**config.mk**
```make
export PLATFORM = sky130hd
export DESIGN_NAME = ball_ctrl
export DESIGN_NICKNAME = d
export VERILOG_FILES = /design/src/rtl/pong_pkg.sv /design/src/rtl/pong_tick_gen.sv /design/src/rtl/ball_ctrl.sv
export SDC_FILE = /design/constraint.sdc
export NUM_CORES = 1
export LEC_CHECK = 0
export ABC_CLOCK_PERIOD_IN_PS = 10450
export CAP_MARGIN = 20
export CORE_ASPECT_RATIO = 1.4
export CORE_MARGIN = 3
export CORE_UTILIZATION = 40
export CTS_BUF_LIST = sky130_fd_sc_hd__clkbuf_4
export DETAILED_ROUTE_END_ITERATION = 10
export GPL_TIMING_DRIVEN = 0
export PLACE_DENSITY = 0.69
export SLEW_MARGIN = 40
export SYNTH_ARGS = -nofsm -noshare
export SYNTH_HDL_FRONTEND = slang
export SYNTH_SLANG_ARGS = --single-unit
```
**constraint.sdc**
```tcl
create_clock -name clk -period 10.45 [get_ports clk]
set_input_delay 2.6125 -clock clk [delete_from_list [all_inputs] [get_ports clk]]
set_output_delay 2.6125 -clock clk [all_outputs]
set_load 0.03 [all_outputs]
```
**src/rtl/pong_pkg.sv**
```systemverilog
// Shared Pong definitions: FSM encoding, playfield geometry, ball/paddle sizes and centre point.
// Used by ball_ctrl, the paddle blocks and the renderer.
package pong_pkg;

    typedef enum logic [1:0] {
        SERVE  = 2'd0,
        PLAY   = 2'd1,
        SCORED = 2'd2
    } state_t;

    typedef enum logic {
        DIR_LEFT  = 1'b0,
        DIR_RIGHT = 1'b1
    } dir_h_t;

    typedef enum logic {
        DIR_UP   = 1'b0,
        DIR_DOWN = 1'b1
    } dir_v_t;

    // One spare bit above the 10-bit screen coordinates so that sums never wrap.
    typedef logic [10:0] wide_t;

    localparam wide_t LEFT_BOUND  = 11'd20;
    localparam wide_t RIGHT_BOUND = 11'd620;
    localparam wide_t TOP_BOUND   = 11'd40;
    localparam wide_t BOT_BOUND   = 11'd470;
    localparam wide_t BALL_R      = 11'd4;
    localparam wide_t PADDLE_W    = 11'd8;
    localparam wide_t PADDLE_H    = 11'd48;
    localparam wide_t CENTRE_H    = 11'd320;
    localparam wide_t CENTRE_V    = 11'd255;

    localparam wide_t LEFT_FACE  = LEFT_BOUND + PADDLE_W + BALL_R;
    localparam wide_t RIGHT_FACE = RIGHT_BOUND - PADDLE_W - BALL_R;

    localparam int             SPEED_W   = 4;
    localparam logic [SPEED_W-1:0] SPEED_MAX = 4'd6;

    function automatic wide_t widen(input logic [9:0] x);
        return {1'b0, x};
    endfunction

    // Inclusive vertical window [pad_top-BALL_R, pad_top+PADDLE_H+BALL_R], written without subtraction.
    function automatic logic in_window(input wide_t ball_v, input wide_t pad_top);
        return (ball_v + BALL_R >= pad_top) && (ball_v <= pad_top + PADDLE_H + BALL_R);
    endfunction

endpackage

```
**src/rtl/pong_tick_gen.sv**
```systemverilog
// Free-running game-tick divider: tick is a one-clk enable every 2**DIV_BITS cycles.
module pong_tick_gen #(
    parameter int DIV_BITS = 20
) (
    input  logic clk,
    input  logic rst,
    output logic tick
);

    logic [DIV_BITS-1:0] cnt;

    // NOTE: sequential state is updated with <= so every register samples pre-edge values.
    always_ff @(posedge clk) begin
        if (rst) cnt <= '0;
        else     cnt <= cnt + 1'b1;
    end

    assign tick = &cnt;

endmodule

```
**src/rtl/ball_ctrl.sv**
```systemverilog
// Pong ball motion engine: moves the ball once per tick, reflects off walls/paddles, flags goals.
// Optional SPEEDUP_EN: every paddle hit raises horizontal speed by one, capped at SPEED_MAX.
module ball_ctrl
    import pong_pkg::*;
#(
    parameter int DIV_BITS   = 20,
    parameter int SPEED_H0   = 2,
    parameter int SPEED_V0   = 1,
    parameter int SCORE_HOLD = 64
) (
    input  logic       clk,
    input  logic       rst,
    input  logic       serve,
    input  logic [9:0] p1_Pos_V,
    input  logic [9:0] p2_Pos_V,
    output logic [9:0] ball_Pos_H,
    output logic [9:0] ball_Pos_V,
    output logic       p1_goal,
    output logic       p2_goal,
    output logic       in_play
);

    localparam int HOLD_W = (SCORE_HOLD > 1) ? $clog2(SCORE_HOLD) : 1;

    logic               tick;
    state_t             state, state_nxt;
    dir_h_t             dir_h, dir_h_upd, serve_dir;
    dir_v_t             dir_v, dir_v_upd;
    logic [SPEED_W-1:0] speed_h, speed_v;
    logic [HOLD_W-1:0]  hold_cnt;
    wide_t              pos_h, pos_v, nxt_h, nxt_v;
    logic [9:0]         h_upd, v_upd;
    logic               hit_l, hit_r, goal_l, goal_r, hold_done;

    pong_tick_gen #(.DIV_BITS(DIV_BITS)) u_tick (
        .clk  (clk),
        .rst  (rst),
        .tick (tick)
    );

    assign pos_h     = widen(ball_Pos_H);
    assign pos_v     = widen(ball_Pos_V);
    assign hold_done = (hold_cnt == HOLD_W'(SCORE_HOLD - 1));

    // Candidate move for this tick; leftward/upward moves saturate at 0 instead of wrapping.
    always_comb begin
        // NOTE: every comb output gets a default first, so no path can infer a latch.
        nxt_h     = '0;
        nxt_v     = '0;
        h_upd     = '0;
        v_upd     = '0;
        dir_h_upd = dir_h;
        dir_v_upd = dir_v;

        if (dir_h == DIR_RIGHT)          nxt_h = pos_h + wide_t'(speed_h);
        else if (pos_h > wide_t'(speed_h)) nxt_h = pos_h - wide_t'(speed_h);
        if (dir_v == DIR_DOWN)           nxt_v = pos_v + wide_t'(speed_v);
        else if (pos_v > wide_t'(speed_v)) nxt_v = pos_v - wide_t'(speed_v);

        v_upd = nxt_v[9:0];
        if (dir_v == DIR_UP && nxt_v <= TOP_BOUND + BALL_R) begin
            v_upd     = 10'(TOP_BOUND + BALL_R);
            dir_v_upd = DIR_DOWN;
        end else if (dir_v == DIR_DOWN && nxt_v + BALL_R >= BOT_BOUND) begin
            v_upd     = 10'(BOT_BOUND - BALL_R);
            dir_v_upd = DIR_UP;
        end

        hit_l = (dir_h == DIR_LEFT)  && (nxt_h <= LEFT_FACE)  && in_window(pos_v, widen(p1_Pos_V));
        hit_r = (dir_h == DIR_RIGHT) && (nxt_h >= RIGHT_FACE) && in_window(pos_v, widen(p2_Pos_V));

        h_upd = nxt_h[9:0];
        if (hit_l) begin
            h_upd     = LEFT_FACE[9:0];
            dir_h_upd = DIR_RIGHT;
        end else if (hit_r) begin
            h_upd     = RIGHT_FACE[9:0];
            dir_h_upd = DIR_LEFT;
        end

        // A paddle hit has already turned the ball around, so it cannot also score.
        goal_l = (dir_h_upd == DIR_LEFT)  && (nxt_h <= LEFT_BOUND + BALL_R);
        goal_r = (dir_h_upd == DIR_RIGHT) && (nxt_h + BALL_R >= RIGHT_BOUND);
    end

    always_ff @(posedge clk) begin
        if (rst) state <= SERVE;
        else     state <= state_nxt;
    end

    always_comb begin
        state_nxt = state;
        if (tick) begin
            case (state)
                SERVE:   if (serve) state_nxt = PLAY;
                PLAY:    if (goal_l || goal_r) state_nxt = SCORED;
                SCORED:  if (hold_done) state_nxt = SERVE;
                default: state_nxt = SERVE;
            endcase
        end
    end

    always_comb begin
        in_play = (state == PLAY);
    end

    always_ff @(posedge clk) begin
        if (rst) begin
            ball_Pos_H <= CENTRE_H[9:0];
            ball_Pos_V <= CENTRE_V[9:0];
            dir_h      <= DIR_RIGHT;
            dir_v      <= DIR_DOWN;
            serve_dir  <= DIR_RIGHT;
            speed_h    <= SPEED_W'(SPEED_H0);
            speed_v    <= SPEED_W'(SPEED_V0);
            hold_cnt   <= '0;
            p1_goal    <= 1'b0;
            p2_goal    <= 1'b0;
        end else begin
            p1_goal <= 1'b0;
            p2_goal <= 1'b0;
            if (tick) begin
                case (state)
                    SERVE: begin
                        ball_Pos_H <= CENTRE_H[9:0];
                        ball_Pos_V <= CENTRE_V[9:0];
                        dir_h      <= serve_dir;
                        speed_h    <= SPEED_W'(SPEED_H0);
                        speed_v    <= SPEED_W'(SPEED_V0);
                    end
                    PLAY: begin
                        if (goal_l || goal_r) begin
                            p2_goal   <= goal_l;
                            p1_goal   <= goal_r;
                            serve_dir <= (serve_dir == DIR_RIGHT) ? DIR_LEFT : DIR_RIGHT;
                            hold_cnt  <= '0;
                        end else begin
                            ball_Pos_H <= h_upd;
                            ball_Pos_V <= v_upd;
                            dir_h      <= dir_h_upd;
                            dir_v      <= dir_v_upd;
`ifdef SPEEDUP_EN
                            if (hit_l || hit_r)
                                speed_h <= (speed_h >= SPEED_MAX) ? SPEED_MAX : speed_h + 1'b1;
`endif
                        end
                    end
                    SCORED: begin
                        hold_cnt <= hold_cnt + 1'b1;
                        if (hold_done) begin
                            ball_Pos_H <= CENTRE_H[9:0];
                            ball_Pos_V <= CENTRE_V[9:0];
                            dir_h      <= serve_dir;
                            speed_h    <= SPEED_W'(SPEED_H0);
                            speed_v    <= SPEED_W'(SPEED_V0);
                        end
                    end
                    default: ;
                endcase
            end
        end
    end

endmodule
```
== After elaboration in Yosys (flattened, before gate mapping) ==
Index checks and enable logic that the tools add are counted.

* Register bits: 61
* Word-level logic and storage cells: 106
* Bits of input ports: 23
* Output and inout port bits: 23

* Reductions and logical operators: 24
* Equal/unequal tests: 7
* Magnitude comparators: 12
* Add/subtract/negate cells: 13
* Bitwise operators: 6
* Multiplexer cells: 32

{| class="wikitable"
|+ Operators by type and width
! cell !! count
|-
| 10-bit 2-to-1 mux || 8
|-
| 23-bit AND reduction || 3
|-
| 22-bit AND reduction || 3
|-
| 10-bit one-hot mux with 3 select lines || 2
|-
| 11-bit by 3-bit adder with 11-bit output (second input constant) || 4
|-
| 11-bit 2-to-1 mux || 4
|-
| 10-bit by 4-bit adder with 11-bit output || 2
|-
| 10-bit by 6-bit adder with 11-bit output (second input constant) || 2
|-
| 11-bit by 10-bit >= comparator with 1-bit output || 2
|-
| 11-bit by 10-bit >= comparator with 1-bit output (second input constant) || 2
|-
| 10-bit by 11-bit less-or-equal comparator with 1-bit output || 2
|-
| 11-bit by 6-bit less-or-equal comparator with 1-bit output (second input constant) || 2
|-
| 10-bit by 4-bit subtractor with 11-bit output || 2
|-
| 20-bit by 1-bit adder with 20-bit output (second input constant) || 1
|-
| 10-bit by 4-bit greater-than comparator with 1-bit output || 2
|-
| 20-bit AND reduction || 1
|-
| 4-bit one-hot mux with 2 select lines || 2
|-
| 6-bit one-hot mux with 2 select lines || 1
|-
| 10-bit by 3-bit adder with 11-bit output (second input constant) || 1
|-
| 11-bit by 9-bit >= comparator with 1-bit output (second input constant) || 1
|-
| 11-bit by 5-bit less-or-equal comparator with 1-bit output (second input constant) || 1
|-
| 1-bit logical AND || 10
|-
| 4-bit 2-to-1 mux || 2
|-
| 1-bit 2-to-1 mux || 7
|-
| other kinds (16) || 27
|}

== Logic depth before layout (Yosys ltp) ==
* Depth after elaboration: 13
* Gate-level depth with buffers: 18
* Gate-level depth less buffers: 15

== Hierarchy ==
Synthesis repeated with hierarchy kept, for this count alone.

* Cell total of the unflattened synthesis: 655
* Area total of the unflattened synthesis: 5057.4 sq um

{| class="wikitable"
|+ By module, submodules not included
! module !! area an instance (sq um) !! cells an instance !! instances !! sequential area each (sq um)
|-
| ball_ctrl || 4184.0 || 554 || 1 || 660.6
|-
| pong_tick_gen || 873.3 || 101 || 1 || 400.4
|}

== Worst setup path before layout ==
OpenSTA, ideal clock, no wires.

* Kind: input-to-reg
* From: in p2_Pos_V[2]
* To: reg ball_Pos_H[8]
* Path buffers: 2
* Required time: 10.329 ns
* Arrival time: 5.834 ns
* Setup slack: 4.494 ns
* Stages on the path: 16
* Setup time: 0.121 ns
* Cells stage by stage: ha_1 > nor3_1 > or3_1 > xnor2_1 > ha_1 > a21o_1 > a2111oi_0 > a211o_1 > nand3_1 > o21ai_0 > a22oi_1 > and3_4 > or3_1 > buf_6 > buf_12 > mux2_4

* Cells in the longest elaborated chain, start to end: 12
* Elaborated cells between the ends (all ways): 18
* Classes of those cells: add/sub: 2; order compare: 2; eq/ne: 1; mux: 6; bitwise: 1; reduce/logical: 6

{| class="wikitable"
|+ RTL lines
! element !! RTL line !! text
|-
| from (decl) || ball_ctrl.sv:15 || <nowiki>input logic [9:0] p2_Pos_V,</nowiki>
|-
| 10-bit by 6-bit adder with 11-bit output || pong_pkg.sv:46 || <nowiki>return (ball_v + BALL_R >= pad_top) && (ball_v <= pad_top + PADDLE_H + BALL_R);</nowiki>
|-
| 11-bit by 3-bit adder with 11-bit output || pong_pkg.sv:46 ||
|-
| 10-bit by 11-bit less-or-equal comparator with 1-bit output || pong_pkg.sv:46 ||
|-
| 1-bit logical AND * || pong_pkg.sv:46 ||
|-
| 1-bit logical AND * || ball_ctrl.sv:70 || <nowiki>hit_r = (dir_h == DIR_RIGHT) && (nxt_h >= RIGHT_FACE) && in_window(pos_v, widen(p2_Pos_V));</nowiki>
|-
| 1-bit 2-to-1 mux || ball_ctrl.sv:76 || <nowiki>end else if (hit_r) begin</nowiki>
|-
| 1-bit 2-to-1 mux || ball_ctrl.sv:73 || <nowiki>if (hit_l) begin</nowiki>
|-
| 1-bit NOT || ball_ctrl.sv:82 || <nowiki>goal_l = (dir_h_upd == DIR_LEFT) && (nxt_h <= LEFT_BOUND + BALL_R);</nowiki>
|-
| 1-bit logical AND || ball_ctrl.sv:82 ||
|-
| 1-bit logical OR || ball_ctrl.sv:132 || <nowiki>if (goal_l || goal_r) begin</nowiki>
|-
| 2-bit inequality test (no line) || -- ||
|-
| 23-bit AND reduction (no line) || -- ||
|-
| to (signal assigned) || ball_ctrl.sv:125 || <nowiki>ball_Pos_H <= CENTRE_H[9:0];</nowiki>
|-
| to (signal assigned) || ball_ctrl.sv:138 || <nowiki>ball_Pos_H <= h_upd;</nowiki>
|-
| to (signal assigned) || ball_ctrl.sv:151 || <nowiki>ball_Pos_H <= CENTRE_H[9:0];</nowiki>
|-
| to (decl) || ball_ctrl.sv:16 || <nowiki>output logic [9:0] ball_Pos_H,</nowiki>
|}

Every way passes the cells marked *; elsewhere a longest branch is shown, timed or not. The select of a mux whose other input is x is not followed.
A chain may end at the register's enable or synchronous reset.

== Worst setup path in the final report ==
Same ends and word-level chain as after synthesis.

==> impl_metrics.env <==
export IMPL_clock_sinks=53
export IMPL_num_rows=47
export IMPL_p_per_area_nw_per_um2=63.0
export IMPL_synth_top_family_by_area="simple AND/OR/NAND/NOR gates"
export IMPL_grt_pass1_vias=4851
export IMPL_areaGrowthSynthToFinish_pct=13.9
export IMPL_diodes=0
export IMPL_startpoint_type="primary input"
export IMPL_rsz0062_at_grt="false"
export IMPL_cp_end_kind="flip-flop"
export IMPL_dpl_hpwl_um=11400
export IMPL_die_area_um2=13900
export IMPL_yosys_area_share_simple_pct=30.1
export IMPL_synth_seq_cells=53
export IMPL_fin_nets=768
export IMPL_cts_buffers=5
export IMPL_status="complete, no violations"
export IMPL_ctsHtreeMaxLevel=2
export IMPL_yosysTopAreaCell="dfxtp_1"
export IMPL_num_fill_cells=1169
export IMPL_syn_instance_count=641
export IMPL_num_vias=5010
export IMPL_cellLeakagePower_nw=2.35
export IMPL_hp_class="flip-flop to flip-flop"
export IMPL_track_usage_pct=20.3
export IMPL_cts_setup_buffers=0
export IMPL_synth_area_mux_share_pct=4.62
export IMPL_drive_above_1_share_pct=7.06
export IMPL_synth_most_common_cell="nor2_1"
export IMPL_synth_xor_area_share_pct=9.44
export IMPL_tightest_slew_ns=0.726
export IMPL_drc_errors=0
export IMPL_netlist_area_um2=5010
export IMPL_via_per_inst=5.96
export IMPL_drtIter0Drc=346
export IMPL_grt_max_degree=17
export IMPL_syn_nets=716
export IMPL_worstSetupPathType="primary input to flip-flop"
export IMPL_dr_pass1_iters=5
export IMPL_postCtsHoldBufs=0
export IMPL_start_util_pct=41.5
export IMPL_grt_pass1_wl_um=23200
export IMPL_synth_top_cells_by_area="dfxtp_1, ha_1, xnor2_1, nor2_1, xor2_1"
export IMPL_synth_commonest_cells="nor2_1, nand2_1, dfxtp_1, ha_1, inv_1"
export IMPL_postLayoutCoreUtil_pct=47.3
export IMPL_synth_edf_count=0
export IMPL_die_x_um=101
export IMPL_drv_cap=0
export IMPL_finalCriticalPeriod_ns=6.67
export IMPL_relSlewSlack_pct=51.4
export IMPL_critical_path_arrival_ns=6.96
export IMPL_final_area_um2=5710
export IMPL_finalCritPeriodShare_pct=63.8
export IMPL_clk_latency_ns=0.37
export IMPL_yosysUniqueCellTypes=77
export IMPL_drv_slew=0
export IMPL_required_ns=10.74
export IMPL_fmax_mhz=150
export IMPL_yosys_warnings=0
export IMPL_core_area_um2=12100
export IMPL_cts_root_buf="clkbuf_4"
export IMPL_grt_overflow=0
export IMPL_cts_clk_slew_worst_paths_ns=0.16
export IMPL_port_buffers=45
export IMPL_synth_compound_area_share_pct=15.5
export IMPL_hold_viol=0
export IMPL_critical_path_max_fanout=10
export IMPL_wl_per_cell_um=17.0
export IMPL_fin_tns_setup_ns=0
export IMPL_cts_resized=0
export IMPL_antenna_found_initial=0
export IMPL_synth_seq_area_share_pct=21.2
export IMPL_ys_flop_type="dfxtp_1"
export IMPL_postRouteAntennaNets=0
export IMPL_async_flop_share_pct=0
export IMPL_avgSynthCellArea_um2=7.81
export IMPL_clock_path_buffers=2
export IMPL_wl_um=14300
export IMPL_ir_drop_mv=0.0611
export IMPL_cts_tree="yes"
export IMPL_yosys_area_top_type_share_pct=21.2
export IMPL_place_area_um2=5640
export IMPL_io_pins=46
export IMPL_setup_viol=0
export IMPL_globalplace_congestion=0.941
export IMPL_clock_skew_final_ns=0.0124
export IMPL_die_y_um=138
export IMPL_synth_fa_ha_area_share_pct=13.0
## power by group
part	total (mW)	switching, mW	internal [mW]
Sequential	0.205	0.00110	0.204
Combinational	0.0583	0.0310	0.0274
Clock	0.0964	0.0667	0.0297
Total	0.359	0.0988	0.261
## path summary, 6_finish.rpt
path / startpoint / to / slack [ns] / cells after the start
max: p2_Pos_V[2] / ball_Pos_H[8] / 3.78 / 17
min reg2reg: u_tick.cnt[0] / u_tick.cnt[0] / 0.49 / 1
min: u_tick.cnt[0] / u_tick.cnt[0] / 0.49 / 1
max reg2reg: ball_Pos_V[4] / ball_Pos_H[8] / 5.91 / 17
## flip-flops by register name, summed over array words and instances (netlist names)
register	count
dir_v	1
p1_goal	1
state	2
p2_goal	1
hold_cnt	6
dir_h	1
u_tick.cnt	20
ball_Pos_H	10
serve_dir	1
ball_Pos_V	10
## area by class of cell
cell class,instances,area [um^2],share of cell area (%)
Multi-Input combinational cell,527,3640,63.9
Sequential cell,53,1060,18.6
Timing Repair Buffer,45,450,7.89
Tap cell,147,184,3.22
Buffer,24,169,2.96
Inverter,37,139,2.43
Clock buffer,6,45.0,0.789
Clock inverter,2,13.8,0.241
## through the flow
| step | setup slack [ns] | cells | hold slack (ns) | total power, mW |
|---|---|---|---|---|
| after floorplan | 4.49 | 641 | 0.426 | 0.245 |
| final | 3.78 | 841 | 0.488 | 0.359 |
| after global placement | 3.52 | 833 | 0.441 | 0.265 |
| after global routing | 3.51 | 841 | 0.510 | 0.379 |
| after detailed placement | 3.38 | 833 | 0.458 | 0.267 |
| after CTS | 3.80 | 841 | 0.491 | 0.365 |
## placed cells by master, fill, tap and decap left out, drive strengths merged, types with 9 or more instances in the layout
master,netlist,final
nor2,65,65
nand2,54,54
dfxtp,53,53
ha,52,52
clkdlybuf4s50,0,45
inv,36,37
o21ai,32,32
xnor2,30,30
nor3,28,28
a21oi,27,27
nand3,26,26
xor2,24,24
nand4,22,22
clkbuf,11,17
mux2i,16,16
or3,15,15
buf,12,12
nor4,10,10
or4,9,9
and3,9,9
## logic make-up after synthesis
logic type | after synthesis
compound gates | 115
flops | 53
xor+xnor | 54
mux | 22
fa+ha+maj | 52
buf+inv | 61
simple gates | 284
## critical path: stages
cell             delay [ns]
clkdlybuf4s50_1        0.49
ha_1                   0.27
nor3_1                 0.33
or3_1                  0.21
xnor2_1                0.13
ha_1                   0.28
a21o_1                 0.17
a2111oi_0              0.42
a211o_1                0.21
nand3_1                0.11
o21ai_0                0.29
nor4b_1                0.48
a21bo_2                0.25
or3_1                  0.12
buf_6                  0.13
buf_12                 0.14
mux2_4                 0.30
## routing by layer
metal  routed length, um  track usage [%]  share of wire (%)  up-vias
met3                 701             2.42                4.9       36
met1                5510             22.6                 39     2355
met4                 504             8.16                3.5        0
met5                   0                0                  0        -
met2                7540             37.8                 53      189
li1                    -                -                  -     2430
Note: power is estimated with default switching activity, not from simulation.
